<file path="src/rtl/apb_reg_pkg.sv">
// ============================================================================
// Module   : apb_reg_pkg
// Brief    : Shared transfer-state encoding and wait-state limits for the APB
//            register bank.
// Revision : 1.0 - initial release
// ============================================================================
`default_nettype none

package apb_reg_pkg;

    typedef enum logic [1:0] {
        ST_IDLE = 2'd0,
        ST_WAIT = 2'd1,
        ST_DONE = 2'd2
    } state_t;

    localparam int c_max_wait_cycles = 15;
    localparam int c_wait_cnt_w      = $clog2(c_max_wait_cycles + 1);

endpackage

`default_nettype wire

</file>
<file path="src/rtl/apb_reg_wait_ctrl.sv">
// ============================================================================
// Module   : apb_reg_wait_ctrl
// Brief    : APB transfer sequencer: setup detection, wait-state counter and
//            registered pready, with strobes for the register bank.
// Revision : 1.0 - initial release
// ============================================================================
`default_nettype none

module apb_reg_wait_ctrl
    import apb_reg_pkg::*;
#(
    parameter int WAIT_CYCLES = 0
) (
    input  logic pclk,
    input  logic presetn,
    input  logic psel,
    input  logic penable,
    output logic setup,
    output logic to_done,
    output logic done,
    output logic pready
);

    state_t                  r_state;
    logic [c_wait_cnt_w-1:0] r_cnt;
    logic                    r_pready;

    assign setup = (r_state == ST_IDLE) && psel && !penable;

    // Asserted on the edge that enters DONE; the bank samples read data here.
    assign to_done = (setup && (WAIT_CYCLES == 0)) ||
                     ((r_state == ST_WAIT) && psel && (r_cnt == '0));

    assign done   = (r_state == ST_DONE) && psel && penable;
    assign pready = r_pready;

    always_ff @(posedge pclk) begin
        if (!presetn) begin
            r_state  <= ST_IDLE;
            r_cnt    <= '0;
            r_pready <= 1'b0;
        end else begin
            r_pready <= to_done;
            case (r_state)
                ST_IDLE: begin
                    if (setup) begin
                        if (WAIT_CYCLES == 0) begin
                            r_state <= ST_DONE;
                        end else begin
                            r_state <= ST_WAIT;
                            r_cnt   <= c_wait_cnt_w'(WAIT_CYCLES - 1);
                        end
                    end
                end
                ST_WAIT: begin
                    if (!psel) begin
                        r_state <= ST_IDLE;
                        r_cnt   <= '0;
                    end else if (r_cnt == '0) begin
                        r_state <= ST_DONE;
                    end else begin
                        r_cnt <= r_cnt - 1'b1;
                    end
                end
                ST_DONE: r_state <= ST_IDLE;
                default: r_state <= ST_IDLE;
            endcase
        end
    end

endmodule

`default_nettype wire

</file>
<file path="src/rtl/apb_reg_bank.sv">
// ============================================================================
// Module   : apb_reg_bank
// Brief    : APB slave register bank with byte strobes, read-only masking,
//            hardware-side writes and per-register write pulses.
// Revision : 1.0 - initial release
// ============================================================================
`default_nettype none

module apb_reg_bank
    import apb_reg_pkg::*;
#(
    parameter int                  ADDR_WIDTH  = 8,
    parameter int                  DATA_WIDTH  = 32,
    parameter int                  NUM_REGS    = 16,
    parameter int                  WAIT_CYCLES = 0,
    parameter logic [NUM_REGS-1:0] RO_MASK     = '0
) (
    input  logic                           pclk,
    input  logic                           presetn,
    input  logic [ADDR_WIDTH-1:0]          paddr,
    input  logic                           psel,
    input  logic                           penable,
    input  logic                           pwrite,
    input  logic [DATA_WIDTH-1:0]          pwdata,
    input  logic [DATA_WIDTH/8-1:0]        pstrb,
    output logic [DATA_WIDTH-1:0]          prdata,
    output logic                           pready,
    output logic                           pslverr,
    output logic [NUM_REGS*DATA_WIDTH-1:0] reg_q,
    input  logic [NUM_REGS-1:0]            hw_we,
    input  logic [NUM_REGS*DATA_WIDTH-1:0] hw_wdata,
    output logic [NUM_REGS-1:0]            wr_pulse
);

    localparam int c_idx_w  = ADDR_WIDTH - 2;
    localparam int c_nbytes = DATA_WIDTH / 8;

    logic [ADDR_WIDTH-1:0] r_addr;
    logic                  r_write;
    logic [DATA_WIDTH-1:0] r_wdata;
    logic [c_nbytes-1:0]   r_strb;
    logic [DATA_WIDTH-1:0] r_regs [NUM_REGS];
    logic [NUM_REGS-1:0]   r_wr_pulse;
    logic [DATA_WIDTH-1:0] r_prdata;
    logic                  r_pslverr;

    logic                  w_setup;
    logic                  w_to_done;
    logic                  w_done;
    logic [ADDR_WIDTH-1:0] w_addr;
    logic                  w_wr;
    logic [c_idx_w-1:0]    w_idx;
    logic                  w_legal;
    logic                  w_ro;
    logic [DATA_WIDTH-1:0] w_rd;
    logic                  w_bus_we;
    logic [NUM_REGS-1:0]   w_hit;

    apb_reg_wait_ctrl #(
        .WAIT_CYCLES (WAIT_CYCLES)
    ) u_wait_ctrl (
        .pclk    (pclk),
        .presetn (presetn),
        .psel    (psel),
        .penable (penable),
        .setup   (w_setup),
        .to_done (w_to_done),
        .done    (w_done),
        .pready  (pready)
    );

    // With zero wait states DONE is entered on the setup edge itself, so the
    // decode must look at the live bus instead of the captured copy.
    assign w_addr  = w_setup ? paddr : r_addr;
    assign w_wr    = w_setup ? pwrite : r_write;
    assign w_idx   = w_addr[ADDR_WIDTH-1:2];
    assign w_legal = (w_addr[1:0] == 2'b00) && (int'(w_idx) < NUM_REGS);

    always_comb begin
        w_rd = '0;
        w_ro = 1'b0;
        for (int i = 0; i < NUM_REGS; i++) begin
            if (w_idx == c_idx_w'(i)) begin
                w_rd = r_regs[i];
                w_ro = RO_MASK[i];
            end
        end
    end

    assign w_bus_we = w_done && r_write && w_legal && !w_ro;

    always_comb begin
        w_hit = '0;
        for (int i = 0; i < NUM_REGS; i++) begin
            w_hit[i] = w_bus_we && (w_idx == c_idx_w'(i));
        end
    end

    always_ff @(posedge pclk) begin
        if (!presetn) begin
            r_addr    <= '0;
            r_write   <= 1'b0;
            r_wdata   <= '0;
            r_strb    <= '0;
            r_prdata  <= '0;
            r_pslverr <= 1'b0;
        end else begin
            if (w_setup) begin
                r_addr  <= paddr;
                r_write <= pwrite;
                r_wdata <= pwdata;
                r_strb  <= pstrb;
            end
            if (w_to_done) begin
                r_prdata  <= (w_legal && !w_wr) ? w_rd : '0;
                r_pslverr <= !w_legal || (w_wr && w_ro);
            end else begin
                r_prdata  <= '0;
                r_pslverr <= 1'b0;
            end
        end
    end

    // Bus commit takes priority over the hardware port on the same register.
    always_ff @(posedge pclk) begin
        if (!presetn) begin
            for (int i = 0; i < NUM_REGS; i++) begin
                r_regs[i] <= '0;
            end
            r_wr_pulse <= '0;
        end else begin
            for (int i = 0; i < NUM_REGS; i++) begin
                if (w_hit[i]) begin
                    for (int b = 0; b < c_nbytes; b++) begin
                        if (r_strb[b]) begin
                            r_regs[i][b*8 +: 8] <= r_wdata[b*8 +: 8];
                        end
                    end
                end else if (hw_we[i]) begin
                    r_regs[i] <= hw_wdata[i*DATA_WIDTH +: DATA_WIDTH];
                end
            end
            r_wr_pulse <= w_hit;
        end
    end

    for (genvar i = 0; i < NUM_REGS; i++) begin : g_flat
        assign reg_q[i*DATA_WIDTH +: DATA_WIDTH] = r_regs[i];
    end

    assign prdata   = r_prdata;
    assign pslverr  = r_pslverr;
    assign wr_pulse = r_wr_pulse;

endmodule

`default_nettype wire

</file>
<file path="config.mk">
export PLATFORM = sky130hd
export DESIGN_NAME = apb_reg_bank
export DESIGN_NICKNAME = d
export VERILOG_FILES = /design/src/rtl/apb_reg_pkg.sv /design/src/rtl/apb_reg_wait_ctrl.sv /design/src/rtl/apb_reg_bank.sv
export SDC_FILE = /design/constraint.sdc
export NUM_CORES = 1
export LEC_CHECK = 0
export CAP_MARGIN = 30
export CORE_AREA = 3 3 438 440
export DETAILED_ROUTE_END_ITERATION = 8
export DIE_AREA = 0 0 441 443
export PLACE_DENSITY = 0.36
export SKIP_CTS_REPAIR_TIMING = 1
export SKIP_LAST_GASP = 1
export SYNTH_ARGS = -nofsm -noshare
export SYNTH_HDL_FRONTEND = slang
export SYNTH_HIERARCHICAL = 1
export SYNTH_SLANG_ARGS = --single-unit
</file>
<file path="constraint.sdc">
create_clock -name pclk -period 4.5 [get_ports pclk]
set_clock_uncertainty 0.2 [all_clocks]
set_input_delay 0.9 -clock pclk [delete_from_list [all_inputs] [get_ports pclk]]
set_output_delay 0.9 -clock pclk [all_outputs]
set_load 0.005 [all_outputs]
</file>
[Word level (Yosys, flattened, before mapping)]
Memories as Yosys holds them, arrays and structs flattened.
Index checks and enable logic that the tools add are counted.
Word-level totals
  register bits: 101
  bits in latches: 0
  bits in writable memories: 512
  memory bits (read-only): 0
  bits of input ports: 577
  output and inout port bits: 562
  memories kept: 1
Memory list
  r_regs: depth 16, width 32, read ports 16, clocked after memory_dff 0, write ports 16, line apb_reg_bank.sv:42  | logic [DATA_WIDTH-1:0] r_regs [NUM_REGS];
Cells by class
  $add $sub $neg: 1
  multiply operators: 0
  div/mod/pow operators: 0
  magnitude comparators: 1
  equality and inequality tests: 20
  shift operators: 0
  muxes and demuxes: 413
  bitwise gates (word level): 128
  reductions and logical operators: 38
Operator list (number)
  $mux W8: 129
  $mux W32: 16
  $mux W1: 262
  $or A1 B1 Y1: 128
  $eq A6 B4 Y1 const B: 8
  $logic_and A1 B1 Y1: 26
  $eq A6 B3 Y1 const B: 4
  $eq A6 B2 Y1 const B: 2
  $mux W4: 2
  $eq A6 B1 Y1 const B: 1
  $logic_not A6 Y1: 1
  $lt A6 B5 Y1 const B: 1
  $mux W2: 3
  $reduce_and A2 Y1: 3
  $logic_not A2 Y1: 2
  $logic_not A4 Y1: 1
  $pmux W2 S2: 1
  $sub A4 B1 Y4 const B: 1
  $logic_not A1 Y1: 3
  $ne A3 B3 Y1 const B: 1
  $reduce_and A3 Y1: 1
  $eq A2 B1 Y1 const B: 1
  $eq A2 B2 Y1 const B: 1
  $ne A2 B1 Y1 const B: 1
  other kinds (2): 2

[Longest topological paths before layout]
  word-level depth: 21
  gate-level depth with buffers: 12
  mapped depth without buffers: 8

[Modules after synthesis]
Netlist, hierarchy kept.
Modules (own cells, without submodules)
  apb_reg_bank: times used 1, cells an instance 2489, area each 28494.8 sq um, sequential area each 17256.6 sq um
  apb_reg_wait_ctrl: times used 1, cells an instance 7, area each 87.6 sq um, sequential area each 40.0 sq um

[Worst setup path before layout]
Ideal clock, no wire load.
  path type: input to register
  start point: input penable
  end point: memory r_regs[8][0], in the netlist r_regs[1][0] (enable)
  library setup time: 0.384 ns
  data arrival time: 3.220 ns
  data required time: 3.916 ns
  setup slack: 0.696 ns
  cell stages on the path: 9
  buffers on the path: 2
  cells stage by stage: nor3b_1 nor3b_2 or2_1 buf_2 nand4b_4 nor2_2 nand2_1 clkbuf_1 o21ai_0
RTL lines
  start, declared: line apb_reg_bank.sv:22  | input logic penable,
  end, declared: line apb_reg_bank.sv:42

[Final worst setup path]
  start point: input psel
  end point: register r_prdata[14], in the netlist prdata[14]
Between the ends
  longest elaborated chain between the ends: 20
  elaborated cells between the ends (all ways): 45
  those cells by class: 1 x order compare; 15 x eq/ne; 18 x mux; 11 x reduce/logical
RTL lines
  start, declared: line apb_reg_bank.sv:21  | input logic psel,
  $logic_and A1 B1 Y1 (*) (2 in a row): line apb_reg_wait_ctrl.sv:28  | assign setup = (r_state == ST_IDLE) && psel && !penable;
  named net w_setup: line apb_reg_bank.sv:47  | logic w_setup;
  $mux W8
  $logic_not A6 Y1: line apb_reg_bank.sv:83  | if (w_idx == c_idx_w'(i)) begin
  $mux W32 (16 in a row): line apb_reg_bank.sv:83
  end signal, assigned: line apb_reg_bank.sv:115  | r_prdata <= (w_legal && !w_wr) ? w_rd : '0;
  end, declared: line apb_reg_bank.sv:44  | logic [DATA_WIDTH-1:0] r_prdata;
The timed path passes the listed nets; every way through them passes the cells marked *.
A chain may end at the register's enable or synchronous reset.

==> reports/metrics.yaml <==
outcome:
  run_status: "completed"
place:
  post-place-ws_ns: -0.970
  placed_cell_area_um2: 47300
  io_buffers: 1138
  dpl.hpwl_um: 238000
  dp_cells: 6385
  gp_congestion: 0.942
power_and_ir_drop:
  total_power_mw: 18.2
  p_per_area_nw_per_um2: 363
  max-vdd-ir-drop_mv: 0.229
  p_leak_nw: 18.0
synth:
  netlist_area_um2: 28600
  synthCells: 2496
  yosysWarnings: 6
  synth-main-ff-cell: "edfxtp_1"
  syn-num-nets: 3073
  ys_types: 76
  synth_edf_count: 512
  syn_area_per_cell_um2: 11.5
  ys_async_sr_fraction_pct: 0
  ys_seq_area_share_pct: 60.5
  synth_seq_cells: 608
worst_setup_path:
  path_cells: "clkdlybuf4s50_1, nor3b_2, buf_12, nor3_1, buf_4, o22ai_2, nor2_2, buf_12, a22o_1, a221oi_1, a31o_2, a211oi_1"
  cp_max_fo: 10
  arrival_ns: 4.83
  slowest_stage: "a221oi_1"
  crit_start: "psel"
  cp-endpoint: "prdata[14]"
  r2r-end: "prdata[14]"
  crit_top_cell: "buf_12"
  worst-setup-path-type: "in2reg"
  r2r.worst_path.cells: 11
  max_stage_delay_ns: 0.80
  r2r-start: "u_wait_ctrl/r_state[1]"
  cp_data_required_time_ns: 4.84
  r2r_setup_slack_ns: 0.30
  critPathCaptureType: "flip-flop"
  worst_setup_path_start_kind: "primary input"
cells_and_area:
  final_common_cell: "clkdlybuf4s50_1"
  fill_cells: 19906
  layoutNonFillerInstCount: 6589
  drive_gt1_share_pct: 16.6
  mostFrequentLayoutCells: "clkdlybuf4s50_1 (1136), edfxtp_1 (512), buf_4 (360)"
  final_area_um2: 50300
  final_util_pct: 26.7
  nNetsFinal: 4555
  area_growth_pct: 75.9
run:
  cap_viol_max_count: 0
sta:
  slew_headroom_pct: 32.0
  fin_crit_sh_pct: 99.8
  rsz0062_at_grt: "no"
  tightest_slew_ns: 1.02
  setup_ws_ns: 0.00743
  hold_viol_final: 0
  fin_crit_ns: 4.49
  setup_viol: 0
  drv_slew: 0
  max_freq_mhz: 223
detailed_routing:
  num_vias: 31559
  first_pass_iters: 6
  wl_per_cell_um: 43.0
  drc_errors: 0
  wirelength_um: 283000
  vias_per_cell: 4.79
  ant_nets: 0
  drtIter0Drc: 3387
global_route:
  grt_antenna_before_repair: 76
  grt_max_degree: 61
  track_usage_pct: 27.9
  grt_pass1_wl_um: 352000
  overflow: 0
  grt_pass1_vias: 30950
min_path:
  hold_path.class: "reg2reg"
clocking:
  htreeDepth: 3
  cts_tree: "done"
  numCtsBuffers: 86
  clock_path_buffers: 3
  clk_latency_ns: 0.72
  cts_sinks: 608
  clkTransAtPathRegs_ns: 0.05
  cts-root-buf: "clkbuf_16"
floorplan:
  start_util_pct: 15.2
  pin_count: 1139
  placementRows: 159
  coreArea_um2: 188000
  dieArea_um2: 195000
  die_w_um: 441
  die_h_um: 443
[cells by family (layout without fill, tap and decap cells)]
logic type | after synthesis | in the layout | share of synthesized area, %
xor gates and xnor gates | 2 | 2 | 0.0613
AOI/OAI and AO/OA | 1022 | 1022 | 25.6
and+or+nand+nor | 591 | 591 | 8.90
buffers and inverters | 226 | 1780 | 3.26
other | 0 | 44 | 0
muxes | 47 | 47 | 1.65
DFF | 608 | 608 | 60.5
[cell type report]
| cell class | instances | area (um2) | area share, % |
|---|---|---|---|
| clock buffer | 112 | 2340 | 4.66 |
| timing repair buffer | 1605 | 16200 | 32.3 |
| clock inverter | 48 | 543 | 1.08 |
| antenna | 44 | 110 | 0.219 |
| tap | 2495 | 3120 | 6.21 |
| sequential | 608 | 17300 | 34.4 |
| inverter | 15 | 57.6 | 0.114 |
| multi-input combinational | 1662 | 10600 | 21.0 |
[registers in the layout (all words and copies together) (netlist names)]
| signal | flops |
|---|---|
| r_strb | 4 |
| wr_pulse | 16 |
| u_wait_ctrl/pready | 1 |
| u_wait_ctrl/r_state | 1 |
| r_write | 1 |
| prdata | 32 |
| pslverr | 1 |
| r_wdata | 32 |
| r_addr | 8 |
| r_regs | 512 |
[power breakdown]
group          internal [mW]  switching, mW
combinational           1.80           1.87
clock                   4.26           2.99
sequential              6.61          0.699
[metrics by stage]
step | hold WS (ns) | setup TNS [ns]
floorplan | 0.261 | 0
global placement | 0.274 | -116.91
detailed placement | 0.286 | -114.16
CTS | 0.301 | -0.321
global route | 0.346 | 0
finish | 0.295 | 0
[worst min-delay path by stage]
stage | startpoint | end | slack, ns | depth (start not counted)
2_1_floorplan | r_addr[0] | r_addr[0] | 0.26 | 2
3_3_place_gp | r_wdata[12] | r_wdata[12] | 0.27 | 2
3_5_place_dp | r_wdata[24] | r_wdata[24] | 0.29 | 2
4_1_cts | r_wdata[24] | r_wdata[24] | 0.30 | 2
5_1_grt | r_wdata[4] | r_wdata[4] | 0.35 | 2
6_report | r_wdata[12] | r_wdata[12] | 0.30 | 2
[Yosys cell counts, drive strengths merged (11+ instances only)]
master,instances,area (um2)
a211oi,22,165
a21o,31,233
a21oi,65,333
a221o,16,160
a221oi,23,201
a222oi,24,240
a22o,332,2910
a22oi,57,428
a31oi,17,106
buf,67,335
clkbuf,144,541
dfxtp,96,1920
edfxtp,512,15400
inv,15,56.3
mux2i,45,450
nand2,298,1120
nand3,11,55.1
nor2,210,818
nor3,18,121
o21ai,287,1440
o221ai,15,131
o22ai,68,425
[routing by layer]
| metal | part of all wire, % | track usage, % | routed length, um |
|---|---|---|---|
| met5 | 0.024 | 0 | 69 |
| met4 | 4.3 | 12.2 | 12300 |
| met3 | 6.0 | 5.02 | 16900 |
| met2 | 49 | 46.9 | 138000 |
| met1 | 41 | 34.7 | 116000 |
[critical path, delay by kind of cell]
| family | cells | cell delay [ns] |
|---|---|---|
| compound gates | 5 | 2.14 |
| simple gates | 3 | 0.70 |
| buf+inv | 4 | 1.04 |
Power figures use the tool's default switching activity.
